[config.mk]
export PLATFORM = sky130hd
export DESIGN_NAME = pc_fetch_stage
export DESIGN_NICKNAME = d
export VERILOG_FILES = /design/src/rtl/pc_fetch_stage.sv
export SDC_FILE = /design/constraint.sdc
export NUM_CORES = 1
export LEC_CHECK = 0
export CELL_PAD_IN_SITES_DETAIL_PLACEMENT = 0
export CELL_PAD_IN_SITES_GLOBAL_PLACEMENT = 1
export CORE_UTILIZATION = 30
export CTS_BUF_LIST = sky130_fd_sc_hd__clkbuf_8
export DETAILED_ROUTE_END_ITERATION = 12
export PLACE_DENSITY_LB_ADDON = 0.08
export SLEW_MARGIN = 20
export SYNTH_ARGS = -nofsm -noshare
export SYNTH_HDL_FRONTEND = slang
export SYNTH_SLANG_ARGS = --single-unit
export TNS_END_PERCENT = 30
[constraint.sdc]
create_clock -name clk -period 6.5 [get_ports clk]
set_input_delay 0.975 -clock clk [delete_from_list [all_inputs] [get_ports clk]]
set_output_delay 0.975 -clock clk [all_outputs]
set_load 0.02 [all_outputs]
[src/rtl/pc_fetch_stage.sv]
`default_nettype none
// ============================================================================
// Module      : pc_fetch_stage
// Description : Instruction-fetch stage. Owns the PC, drives imem reads and
//               loads the IF/ID register. Optional macro PC_ALIGN_CHECK_EN
//               forces word-aligned redirect targets and flags misalignment.
// Revision    : 1.0
// ============================================================================
module pc_fetch_stage #(
    parameter int                ADDR_W   = 32,
    parameter logic [ADDR_W-1:0] RESET_PC = '0
) (
    input  logic              clk,
    input  logic              rst,
    input  logic              stall,
    input  logic              redirect_valid,
    input  logic [ADDR_W-1:0] redirect_pc,
    output logic [ADDR_W-1:0] imem_addr,
    input  logic [ADDR_W-1:0] imem_rdata,
    output logic              if_valid,
    output logic [ADDR_W-1:0] if_pc,
    output logic [ADDR_W-1:0] if_pc_plus4,
    output logic [ADDR_W-1:0] if_instr,
    output logic [ADDR_W-1:0] fetch_count,
    output logic              misalign_err
);

    logic [ADDR_W-1:0] pc_q,          pc_d;
    logic              if_valid_q,    if_valid_d;
    logic [ADDR_W-1:0] if_pc_q,       if_pc_d;
    logic [ADDR_W-1:0] if_pc_plus4_q, if_pc_plus4_d;
    logic [ADDR_W-1:0] if_instr_q,    if_instr_d;
    logic [ADDR_W-1:0] fetch_count_q, fetch_count_d;
    logic [ADDR_W-1:0] pc_plus4;
    logic [ADDR_W-1:0] redirect_tgt;

    assign pc_plus4 = pc_q + ADDR_W'(4);

`ifdef PC_ALIGN_CHECK_EN
    logic misalign_err_q, misalign_err_d;

    assign redirect_tgt = {redirect_pc[ADDR_W-1:2], 2'b00};
    assign misalign_err = misalign_err_q;

    always_comb begin
        misalign_err_d = misalign_err_q;
        if (redirect_valid && (redirect_pc[1:0] != 2'b00)) begin
            misalign_err_d = 1'b1;
        end
    end

    always_ff @(posedge clk) begin
        if (rst) begin
            misalign_err_q <= 1'b0;
        end else begin
            misalign_err_q <= misalign_err_d;
        end
    end
`else
    assign redirect_tgt = redirect_pc;
    assign misalign_err = 1'b0;
`endif

    // Redirect squashes the slot and outranks stall so a taken branch is never lost.
    always_comb begin
        pc_d          = pc_q;
        if_valid_d    = if_valid_q;
        if_pc_d       = if_pc_q;
        if_pc_plus4_d = if_pc_plus4_q;
        if_instr_d    = if_instr_q;
        fetch_count_d = fetch_count_q;
        if (redirect_valid) begin
            pc_d       = redirect_tgt;
            if_valid_d = 1'b0;
            if_instr_d = '0;
        end else if (!stall) begin
            pc_d          = pc_plus4;
            if_valid_d    = 1'b1;
            if_pc_d       = pc_q;
            if_pc_plus4_d = pc_plus4;
            if_instr_d    = imem_rdata;
            fetch_count_d = fetch_count_q + ADDR_W'(1);
        end
    end

    always_ff @(posedge clk) begin
        if (rst) begin
            pc_q          <= RESET_PC;
            if_valid_q    <= 1'b0;
            if_pc_q       <= '0;
            if_pc_plus4_q <= '0;
            if_instr_q    <= '0;
            fetch_count_q <= '0;
        end else begin
            pc_q          <= pc_d;
            if_valid_q    <= if_valid_d;
            if_pc_q       <= if_pc_d;
            if_pc_plus4_q <= if_pc_plus4_d;
            if_instr_q    <= if_instr_d;
            fetch_count_q <= fetch_count_d;
        end
    end

    assign imem_addr   = pc_q;
    assign if_valid    = if_valid_q;
    assign if_pc       = if_pc_q;
    assign if_pc_plus4 = if_pc_plus4_q;
    assign if_instr    = if_instr_q;
    assign fetch_count = fetch_count_q;

endmodule
`default_nettype wire

### Yosys cells after proc, flatten, opt, wreduce, memory -nomap -nowiden

Index checks and enable logic that the tools add are counted.

| storage, ports and cells | value |
|---|---|
| bits in registers | 161 |
| latch bits | 0 |
| logic and storage cells | 15 |
| memories | 0 |
| ROM bits | 0 |
| input port bits | 68 |
| RAM bits | 0 |
| output and inout port bits | 162 |

| cells by class | value |
|---|---|
| shift-type cells | 0 |
| divide/modulo/power cells | 0 |
| $add $sub $neg | 2 |
| bitwise operators | 2 |
| order comparisons | 0 |
| reductions and logical operators | 2 |
| eq/ne operators | 1 |
| multiplexer cells | 2 |
| multiply operators | 0 |

Operators with widths:

| cell | count |
|---|---|
| 2-to-1 mux 32 bit | 2 |
| adder 32 x 1 -> 32 bit (second input constant) | 1 |
| adder 32 x 3 -> 32 bit (second input constant) | 1 |
| != test 2 x 1 -> 1 bit (second input constant) | 1 |
| NOT 1 bit | 2 |
| AND reduction 2 bit | 1 |
| OR reduction 2 bit | 1 |

### Depth between registers and ports, before layout

Gate-level depths: netlist of the first run.

| depth | value |
|---|---|
| word-level depth | 3 |
| mapped depth | 7 |
| gate-level depth less buffers | 5 |

### Worst setup path after synthesis of the first run

No wires, ideal clock.

| timing | value |
|---|---|
| path type | input -> register |
| start point | input redirect_valid |
| end point | register fetch_count_q[22] (netlist: fetch_count[22]) |
| arrival | 2.454 ns |
| setup time | 0.070 ns |
| buffers on the path | 2 |
| stages | 6 |
| data required time | 6.430 ns |
| slack | 3.975 ns |
| path through | clkbuf_1 > nor3b_1 > nand2_1 > clkbuf_1 > or4_1 > a21oi_1 |

| between the ends | value |
|---|---|
| cells in the longest elaborated chain, start to end | 2 |

Ends and longest elaborated chain:

| what | line | text |
|---|---|---|
| start: declaration | 16 | `input logic redirect_valid,` |
| NOT 1 bit (no source line) | -- |  |
| AND reduction 2 bit (no source line) | -- |  |
| end signal: assignment | 100 | `fetch_count_q <= fetch_count_d;` |
| end: declaration | 33 | `logic [ADDR_W-1:0] fetch_count_q, fetch_count_d;` |

Every way passes these cells.
A chain may end at the register's enable or synchronous reset.

### Worst setup path in the final report of the first run

| timing | value |
|---|---|
| start point | input redirect_valid |
| end point | register fetch_count_q[13] (netlist: fetch_count[13]) |

Same word-level chain as after synthesis.

==> metrics.md, run 1 <==
| Metric | Value |
|---|---|
| Status | finished clean |
| Relative slew slack | 34.9% |
| Critical Path Fanout Max | 19 |
| Post-Syn Nets | 902 |
| Port Buf Inserts | 228 |
| Setup CP Type | primary input to flip-flop |
| # hold bufs at CTS | 0 |
| H-tree Lvls | 4 |
| YS warnings | 0 |
| Worst r2r dst | imem_addr[29] |
| GR Util met3 | 5.67% |
| Post-layout nets | 1,082 |
| CP Data Arrival Time | 3.28 ns |
| Slew Viols, Final | 0 |
| Routed WL per cell | 16.6 um |
| Max IR drop VDD | 0.122 mV |
| Final Hold Viols | 0 |
| Top FF cell, synth | dfxtp_1 |
| Number of CTS-inserted buffers | 17 |
| Final design area excluding fillers | 0.00993 mm2 |
| Fin crit share | 44.5% |
| Std-Cell Core Area | 0.0234 mm2 |
| Storage cell area | 0.00318 mm2 |
| Crit path required time | 6.88 ns |
| Leak | 3.31 nW |
| Final setup margin | 3.61 ns |
| CP endpoint | fetch_count[13] |
| Worst-Margin Slew | 0.977 ns |
| Origin of the worst setup path | redirect_valid |
| Hpwl dp | 15.1 mm |
| Vias per cell | 4.90 |
| Io pins | 230 |
| CTS tree | yes |
| Pwr/cell area | 213 mW/mm2 |
| Cells after DPL | 1,312 |
| Biggest area consumer among synthesized cells | dfxtp_1 |
| Yosys top cell area share | 44.7% |
| Synth top area cells | dfxtp_1 (45%), nor2_1 (5.4%), nand2_1 (5.1%) |
| Setup violators final | 0 |
| Post-CTS Setup Bufs | 0 |
| Initial antenna violation count | 0 |
| Fillers | 2,406 |
| Clock sink total | 159 |
| RSZ-0062 raised after global routing | no |
| Die Ht | 156 um |
| Routing usage on met2 | 28.1% |
| Busiest grt layer | met2 |
| Async set-or-reset flop fraction in the synthesized netlist | 0% |
| Chip width | 156 um |
| DRC viols | 0 |
| Worst R2R Setup Slack | 3.82 ns |
| Ant. Diodes | 0 |
| # rows | 56 |
| Pre-CTS WS | 3.12 ns |
| Synthesized area per cell | 8.56 um2 |
| Post-Route Utilization | 42.4% |
| Multi-input logic area | 0.00357 mm2 |
| Maximum number of pins on one net before global-route repair | 70 |
| Number of flops mapped to enable cells by yosys | 0 |
| Clk_skew | 0.0148 ns |
| Total track usage | 18.6% |
| Worst Hold Class | flip-flop to flip-flop |
| Worst skew pair latency | 0.45 ns |
| Initial Util | 30.4% |
| Min cycle time layout | 2.89 ns |
| CTS Buffer Depth | 2 |
| Post-cts resize count | 0 |
| Clock transition at path regs | 0.10 ns |
| CTS root buf | clkbuf_8 |
| Post-DP Area | 0.00952 mm2 |
| Final Non-Filler Cells | 1,344 |
| Area Overhead vs Synth | 39.4% |
| Vias in the first global route | 6,206 |
| Cells after Synth | 832 |
| Sequential area share after synthesis | 44.7% |
| Overall routed net length | 22.3 mm |
| Worst reg2reg path depth | 4 |
| Max frequency | 346 MHz |
| Met1 Usage GRT | 25.7% |
| RePlAce Congestion | 0.725 |
| DRT Pass-1 Iters | 5 |
| Layout cells sized above 1 | 5.85% |
| GRT Residual Overflow | 0 |
| Fin Setup TNS | 0 ns |
| First-pass GRT wire length | 35.1 mm |
| CP endpoint kind | flip-flop |
| Beginning of the worst register-to-register path | imem_addr[17] |
| Total number of vias | 6,585 |
| Critical Path Start Type | primary input |
| Die ar. | 0.0244 mm2 |
| Post-synthesis cell area | 0.00712 mm2 |
| FF+latch count, synth | 159 |
| Iteration-0 DRC Markers | 345 |
| DRT antenna net count | 0 |
| Netlist cell types | 51 |
| # Max-Cap Violations | 0 |
how the worst min path moves through the flow:
stage                            start   endpoint  slack [ns]  depth (start not counted)
after floorplan           imem_addr[0]   if_pc[0]        0.44                          2
after CTS                     if_valid   if_valid        0.46                          2
after global placement        if_valid   if_valid        0.44                          2
after detailed placement      if_valid   if_valid        0.44                          2
after global routing         if_pc[25]  if_pc[25]        0.48                          2
final                        if_pc[25]  if_pc[25]        0.46                          2
state kept, by name, indices dropped and copies added (netlist names):
| name | count |
|---|---|
| if_pc | 32 |
| imem_addr | 32 |
| fetch_count | 32 |
| if_instr | 32 |
| if_pc_plus4 | 30 |
| if_valid | 1 |
final cells by class:
class / count / share of cell area (%)
Timing Repair Buffer: 234 / 23.4
Sequential cell: 159 / 32.1
Multi-Input combinational cell: 587 / 36.0
Inverter: 13 / 0.492
Clock inverter: 15 / 1.70
Clock buffer: 17 / 2.36
Tap cell: 319 / 4.02
kinds of logic (layout without fill, tap and decap cells):
| family | after synthesis | count (layout) | share of synthesized area, % |
|---|---|---|---|
| adders and majority gates | 2 | 2 | 0.351 |
| xor gates and xnor gates | 29 | 29 | 3.57 |
| AOI/OAI and AO/OA | 165 | 165 | 15.4 |
| other | 1 | 1 | 0.0527 |
| muxes | 39 | 39 | 5.55 |
| buffers and inverters | 86 | 279 | 5.32 |
| and+or+nand+nor | 351 | 351 | 25.1 |
| DFF | 159 | 159 | 44.7 |
power by group:
group | internal [mW] | switching, mW | leakage, nW
registers | 1.01 | 0.0504 | 1.30
logic | 0.143 | 0.149 | 1.81
clock network | 0.326 | 0.435 | 0.202
total | 1.48 | 0.635 | 3.31
stage by stage:
step | power, mW | hold WS [ns]
5_1_grt | 2.22 | 0.478
2_1_floorplan | 1.23 | 0.445
6_report | 2.12 | 0.456
4_1_cts | 2.16 | 0.458
3_3_place_gp | 1.38 | 0.438
3_5_place_dp | 1.38 | 0.444
critical path, cell delays in order:
cell             delay [ns]
clkdlybuf4s50_1        0.39
buf_4                  0.21
nor3b_1                0.57
nand2_1                0.45
or4_1                  0.51
a21oi_1                0.15
cells in the mapped netlist (2+ instances only):
library cell / n
o31ai_1: 27
a311oi_1: 31
nor3_1: 12
and2_1: 4
buf_1: 7
or2_2: 2
nand2_1: 96
ha_1: 2
nor4_1: 12
nand2b_1: 3
nor2b_1: 4
buf_2: 9
inv_1: 13
nor3b_1: 2
buf_6: 3
o21ai_0: 17
o21bai_1: 2
mux2i_1: 35
or4_1: 27
and3_1: 8
nand4_1: 17
xnor2_1: 12
clkbuf_1: 48
and4_1: 11
mux2_2: 4
nor2_1: 102
a31o_2: 2
a21oi_1: 61
buf_4: 6
or3_1: 19
a211oi_1: 18
nand3_1: 19
a311o_1: 2
or4_4: 4
xor2_1: 17
dfxtp_1: 159
per-layer routing:
layer	vias to the layer above	wire, um
met1	3020	10900
met2	184	9670
met4	0	195
met3	16	1500
met5	-	0
li1	3365	-
placed cells by master (no fill, tap or decap), types with 8 or more instances in the layout:
cell type        Yosys  routed
nor3_1              12      12
clkdlybuf4s50_1      0     226
nand2_1             96      96
xnor2_1             12      12
xor2_1              17      17
nor4_1              12      11
o21ai_0             17      17
nand4_1             17      17
a21oi_1             61      61
mux2i_1             35      35
a311oi_1            31      31
or3_1               19      19
or4_1               27      27
clkbuf_8             0      17
and3_1               8       8
nand3_1             19      19
dfxtp_1            159     159
o31ai_1             27      27
inv_1               13      13
and4_1              11      11
nor2_1             102     101
a211oi_1            18      18
Power figures use the tool's default switching activity.
==> run 2, diff against run 1 <==
==> constraint.sdc (replaced) <==
create_clock -name clk -period 2.5 [get_ports clk]
set_input_delay 0.375 -clock clk [delete_from_list [all_inputs] [get_ports clk]]
set_output_delay 0.375 -clock clk [all_outputs]
set_load 0.02 [all_outputs]
==> run 2 against run 1 <==
  * Final cell count is 3.4% higher
  * Register-to-register slack worse by 3.5 ns
  * Sequential share of layout area is 1.1 points lower
  * Largest cell class unchanged
  * Core utilization is 1.6 points higher
  * First-iteration DRC count is 7.2% lower
  * Critical path depth is 1 lower
==> metrics.md, run 2 (synthesis results as in run 1) <==
| Metric | Value |
|---|---|
| CTS Buffer Depth | 2 |
| Worst-Margin Slew | 0.655 ns |
| RePlAce Congestion | 0.756 |
| Worst path max stage delay | 0.63 ns |
| Chip width | 156 um |
| Std-Cell Core Area | 0.0234 mm2 |
| Pre-CTS WS | 0.0463 ns |
| Number of CTS-inserted buffers | 17 |
| # Max-Cap Violations | 0 |
| Beginning of the worst register-to-register path | imem_addr[3] |
| Clock transition at path regs | 0.09 ns |
| Status | finished clean |
| RSZ-0062 raised after global routing | no |
| Critical Path Fanout Max | 9 |
| Post-CTS Setup Bufs | 0 |
| Max frequency | 453 MHz |
| CTS tree | yes |
| Cells after DPL | 1,357 |
| Setup CP Type | flip-flop to flip-flop |
| Most frequent cells in the layout | clkdlybuf4s50_1 (226), dfxtp_1 (159), nor2_1 (101), nand2_1 (96), a21oi_1 (61) |
| Worst skew pair latency | 0.46 ns |
| CP Data Arrival Time | 2.57 ns |
| Hpwl dp | 16.3 mm |
| Hold Path Origin | rst |
| Relative slew slack | 56.3% |
| Pwr/cell area | 546 mW/mm2 |
| # hold bufs at CTS | 0 |
| Post-cts resize count | 0 |
| Maximum number of pins on one net before global-route repair | 92 |
| Area Overhead vs Synth | 44.5% |
| CP max-delay cell | or4_4 |
| Overall routed net length | 23.4 mm |
| Post-layout nets | 1,127 |
| Die Ht | 156 um |
| # rows | 56 |
| Vias in the first global route | 6,438 |
| DRT Pass-1 Iters | 5 |
| Max IR drop VDD | 0.312 mV |
| Worst reg2reg path depth | 5 |
| Hold path endpoint | fetch_count[23] |
| Min-Delay Path Depth | 2 |
| Final Hold Viols | 0 |
| Fin crit share | 88.2% |
| Initial Util | 30.4% |
| Die ar. | 0.0244 mm2 |
| Fin Setup TNS | 0 ns |
| Setup violators final | 0 |
| Final setup margin | 0.294 ns |
| DRT antenna net count | 0 |
| Initial antenna violation count | 1 |
| Post-Route Utilization | 44.0% |
| DRC viols | 0 |
| Io pins | 230 |
| Clk_skew | 0.0194 ns |
| Worst R2R Setup Slack | 0.29 ns |
| Total track usage | 19.2% |
| Routed WL per cell | 16.8 um |
| Crit path required time | 2.86 ns |
| CTS root buf | clkbuf_8 |
| First-pass GRT wire length | 36.3 mm |
| Leak | 3.55 nW |
| Vias per cell | 4.97 |
| Slew Viols, Final | 0 |
| Crit path max-delay family | simple AND/OR/NAND/NOR gates |
| GRT Residual Overflow | 0 |
| Iteration-0 DRC Markers | 320 |
| CP endpoint kind | flip-flop |
| CP cell instances | ha_1 > nand3_2 > or4_4 > or4_1 > a311oi_1 |
| Total number of vias | 6,911 |
| Min cycle time layout | 2.21 ns |
| Final Non-Filler Cells | 1,390 |
| H-tree Lvls | 4 |
| Clock sink total | 159 |
| WP depth | 5 |
| Critical Path Start Type | flip-flop |
| Worst r2r dst | if_pc_plus4[24] |
| CP Buf/Inv Count | 0 |
| Worst Hold Class | primary input to flip-flop |
| Commonest non-fill, non-tap cell in the layout | clkdlybuf4s50_1 |
| Port Buf Inserts | 228 |
| Layout cells sized above 1 | 9.72% |
| Total Power | 5.62 mW |
==> run 2: cell count changes in the layout (fill, tap and decap cells not counted), moves of 2 or more <==
cell,previous run,this run
buf_4,7,50
clkinvlp_4,2,0
buf_12,0,2
inv_6,4,6
inv_8,6,3
clkinv_4,0,2
==> run 2: how the worst max path moves through the flow <==
| stage | from | to | slack [ns] |
|---|---|---|---|
| 2_1_floorplan | imem_addr[2] | if_pc_plus4[28] | 0.23 |
| 3_3_place_gp | redirect_valid | fetch_count[12] | 0.16 |
| 3_5_place_dp | redirect_valid | fetch_count[12] | 0.05 |
| 4_1_cts | imem_addr[3] | if_pc_plus4[24] | 0.29 |
| 5_1_grt | fetch_count[0] | fetch_count[30] | 0.07 |
| 6_report | imem_addr[3] | if_pc_plus4[24] | 0.29 |
==> run 2: routing by layer <==
metal | GRT usage [%] | routed length, um | up-vias | part of all wire [%]
met5 | 0 | 0 | - | 0
met4 | 4.58 | 269 | 0 | 1.2
met3 | 5.42 | 1600 | 15 | 6.8
met2 | 28.9 | 10200 | 202 | 44
met1 | 26.8 | 11300 | 3245 | 48
li1 | - | - | 3449 | -
==> run 2: worst register-to-register path: cells and delay by family, from the launching register on <==
family / cells / cell delay (ns)
fa+ha+maj: 1 / 0.26
flops: 1 / 0.34
compound gates: 1 / 0.24
simple gates: 3 / 1.27
==> run 2: stage by stage <==
stage / area [um2] / hold slack [ns]
2_1_floorplan: 7120 / 0.445
3_3_place_gp: 9880 / 0.437
3_5_place_dp: 9880 / 0.441
4_1_cts: 10300 / 0.123
5_1_grt: 10300 / 0.126
6_report: 10300 / 0.156
==> run 2: layout make-up <==
| cell class | instances | area [um2] |
|---|---|---|
| timing repair buffer | 279 | 2680 |
| antenna | 1 | 2.50 |
| tap | 319 | 399 |
| fill | 2385 | 13100 |
| clock inverter | 15 | 174 |
| multi-input combinational | 587 | 3570 |
| inverter | 13 | 48.8 |
| sequential | 159 | 3180 |
| clock buffer | 17 | 234 |
==> run 2: power by group <==
part | internal [mW] | switching (mW) | total (mW)
Clock | 0.928 | 1.12 | 2.05
Combinational | 0.413 | 0.455 | 0.868
Sequential | 2.63 | 0.0781 | 2.71
==> run 3, diff against run 2 <==
--- a/config.mk
+++ b/config.mk
@@ -5,6 +5,7 @@
 export SDC_FILE = /design/constraint.sdc
 export NUM_CORES = 1
 export LEC_CHECK = 0
+export ABC_AREA = 0
 export CELL_PAD_IN_SITES_DETAIL_PLACEMENT = 0
 export CELL_PAD_IN_SITES_GLOBAL_PLACEMENT = 1
 export CORE_UTILIZATION = 30
==> results of run 3 <==
Same layout as run 2: the final DEF is identical, and so are final timing and power.
==> patch (config.mk and constraints of run 3) <==
Put one more register stage on the output `fetch_count`, with the module's reset. The value now appears one clock later. The other outputs are not delayed to match.
--- a/src/rtl/pc_fetch_stage.sv
+++ b/src/rtl/pc_fetch_stage.sv
@@ -106,7 +106,13 @@
     assign if_pc       = if_pc_q;
     assign if_pc_plus4 = if_pc_plus4_q;
     assign if_instr    = if_instr_q;
-    assign fetch_count = fetch_count_q;
+    always_ff @(posedge clk) begin
+        if (rst) begin
+            fetch_count <= '0;
+        end else begin
+            fetch_count <= fetch_count_q;
+        end
+    end
 
 endmodule
 `default_nettype wire
Function: changed (a bounded check fails within 4 cycles, from zero or initial values and one cycle with rst high).
==> patch against run 3 <==
Setup slack lost 0.037 ns. Die area grew 11%. Synthesized area grew 12%. Wire length rose by 2.1%. Total power rose by 11%. Sequential cell count increased by 32. Via count up 2.8%. Final area increased by 8.7%.
==> patch: results <==
group,metric,value,unit
global_routing,met1_capacity_usage_during_global_routing,24.1,%
finish,multi_input_combinational_cell_area,3740,um^2
clock_tree,clkTransAtPathRegs,0.11,ns
outcome,outcome,"complete, no violations",
global_routing,grt.met2_usage,27.9,%
finish,clock_tree_area_fraction,3.65,%
finish,fraction_of_layout_instances_using_a_drive_strength_above_1,10.3,%
timing,clock_skew,0.0190,ns
drt,route.detailed.wl_per_inst,16.2,um
global_routing,grtUsageTotal,17.9,%
timing,timing_worst_slew_pin_value,0.646,ns
finish,final_cells,1473,
placed_design,place_hpwl,17400,um
drt,wl_met2,10600,um
finish,num-nonclk-buffers,287,
synthesis,synth_area_per_cell,8.88,um^2
drt,wl_met1,11500,um
synthesis,postSynthNetCount,965,
synthesis,yosysSeqAreaShare,48.1,%
finish,n_multi_input_combinational_cell,615,
worst_setup_path,cp_slowest_stage_delay,0.68,ns
placed_design,gp_congestion,0.743,
finish,sequential_cell_area,3820,um^2
global_routing,number_of_global_route_vias_before_repair,6700,
finish,nFlopsAndLatches,191,
finish,diodes,0,
finish,fraction_of_area_in_non_clock_buffers,24.5,%
power_and_ir_drop,p_leak,3.94,nW
finish,num-nets-final,1195,
global_routing,initial_antenna_violation_count,0,
drt,iteration_0_drc_count_of_the_detailed_router,357,
worst_setup_path,crit_arrival,2.62,ns
finish,filler_cell_count,2595,
power_and_ir_drop,power_report.internal_total,4.41,mW
synthesis,post_synth_main_area_contributors,"sky130_fd_sc_hd__dfxtp_1, sky130_fd_sc_hd__nor2_1, sky130_fd_sc_hd__nand2_1",
==> patch: power groups by stage <==
stage               Combinational, mW  Sequential (mW)  Clock [mW]
floorplan                       0.314             3.41           0
global placement                0.891             3.29           0
detailed placement              0.888             3.29           0
CTS                             0.892             3.22        2.21
global route                    0.953             3.24        2.32
finish                          0.880             3.22        2.12
==> patch: path summary, 6_finish.rpt <==
kind,start,end,slack [ns],cells after the start
worst min register to register,if_valid,if_valid,0.46,2
worst max register to register,imem_addr[9],imem_addr[27],0.26,4
worst min-delay path,rst,fetch_count[23],0.32,2
worst max-delay path,imem_addr[9],imem_addr[27],0.26,4
==> patch: cell families (layout without fill, tap and decap cells) <==
kind of cell	count (synthesis)	count (layout)	share of synthesized area, %
AND/OR/NAND/NOR	384	384	24.7
buffers and inverters	89	332	4.91
flip-flops	191	191	48.1
multiplexers	44	44	5.68
XOR/XNOR	29	29	3.20
AO/OA/AOI/OAI	155	155	13.0
adder cells (fa/ha/maj)	2	2	0.315
other	1	1	0.0472
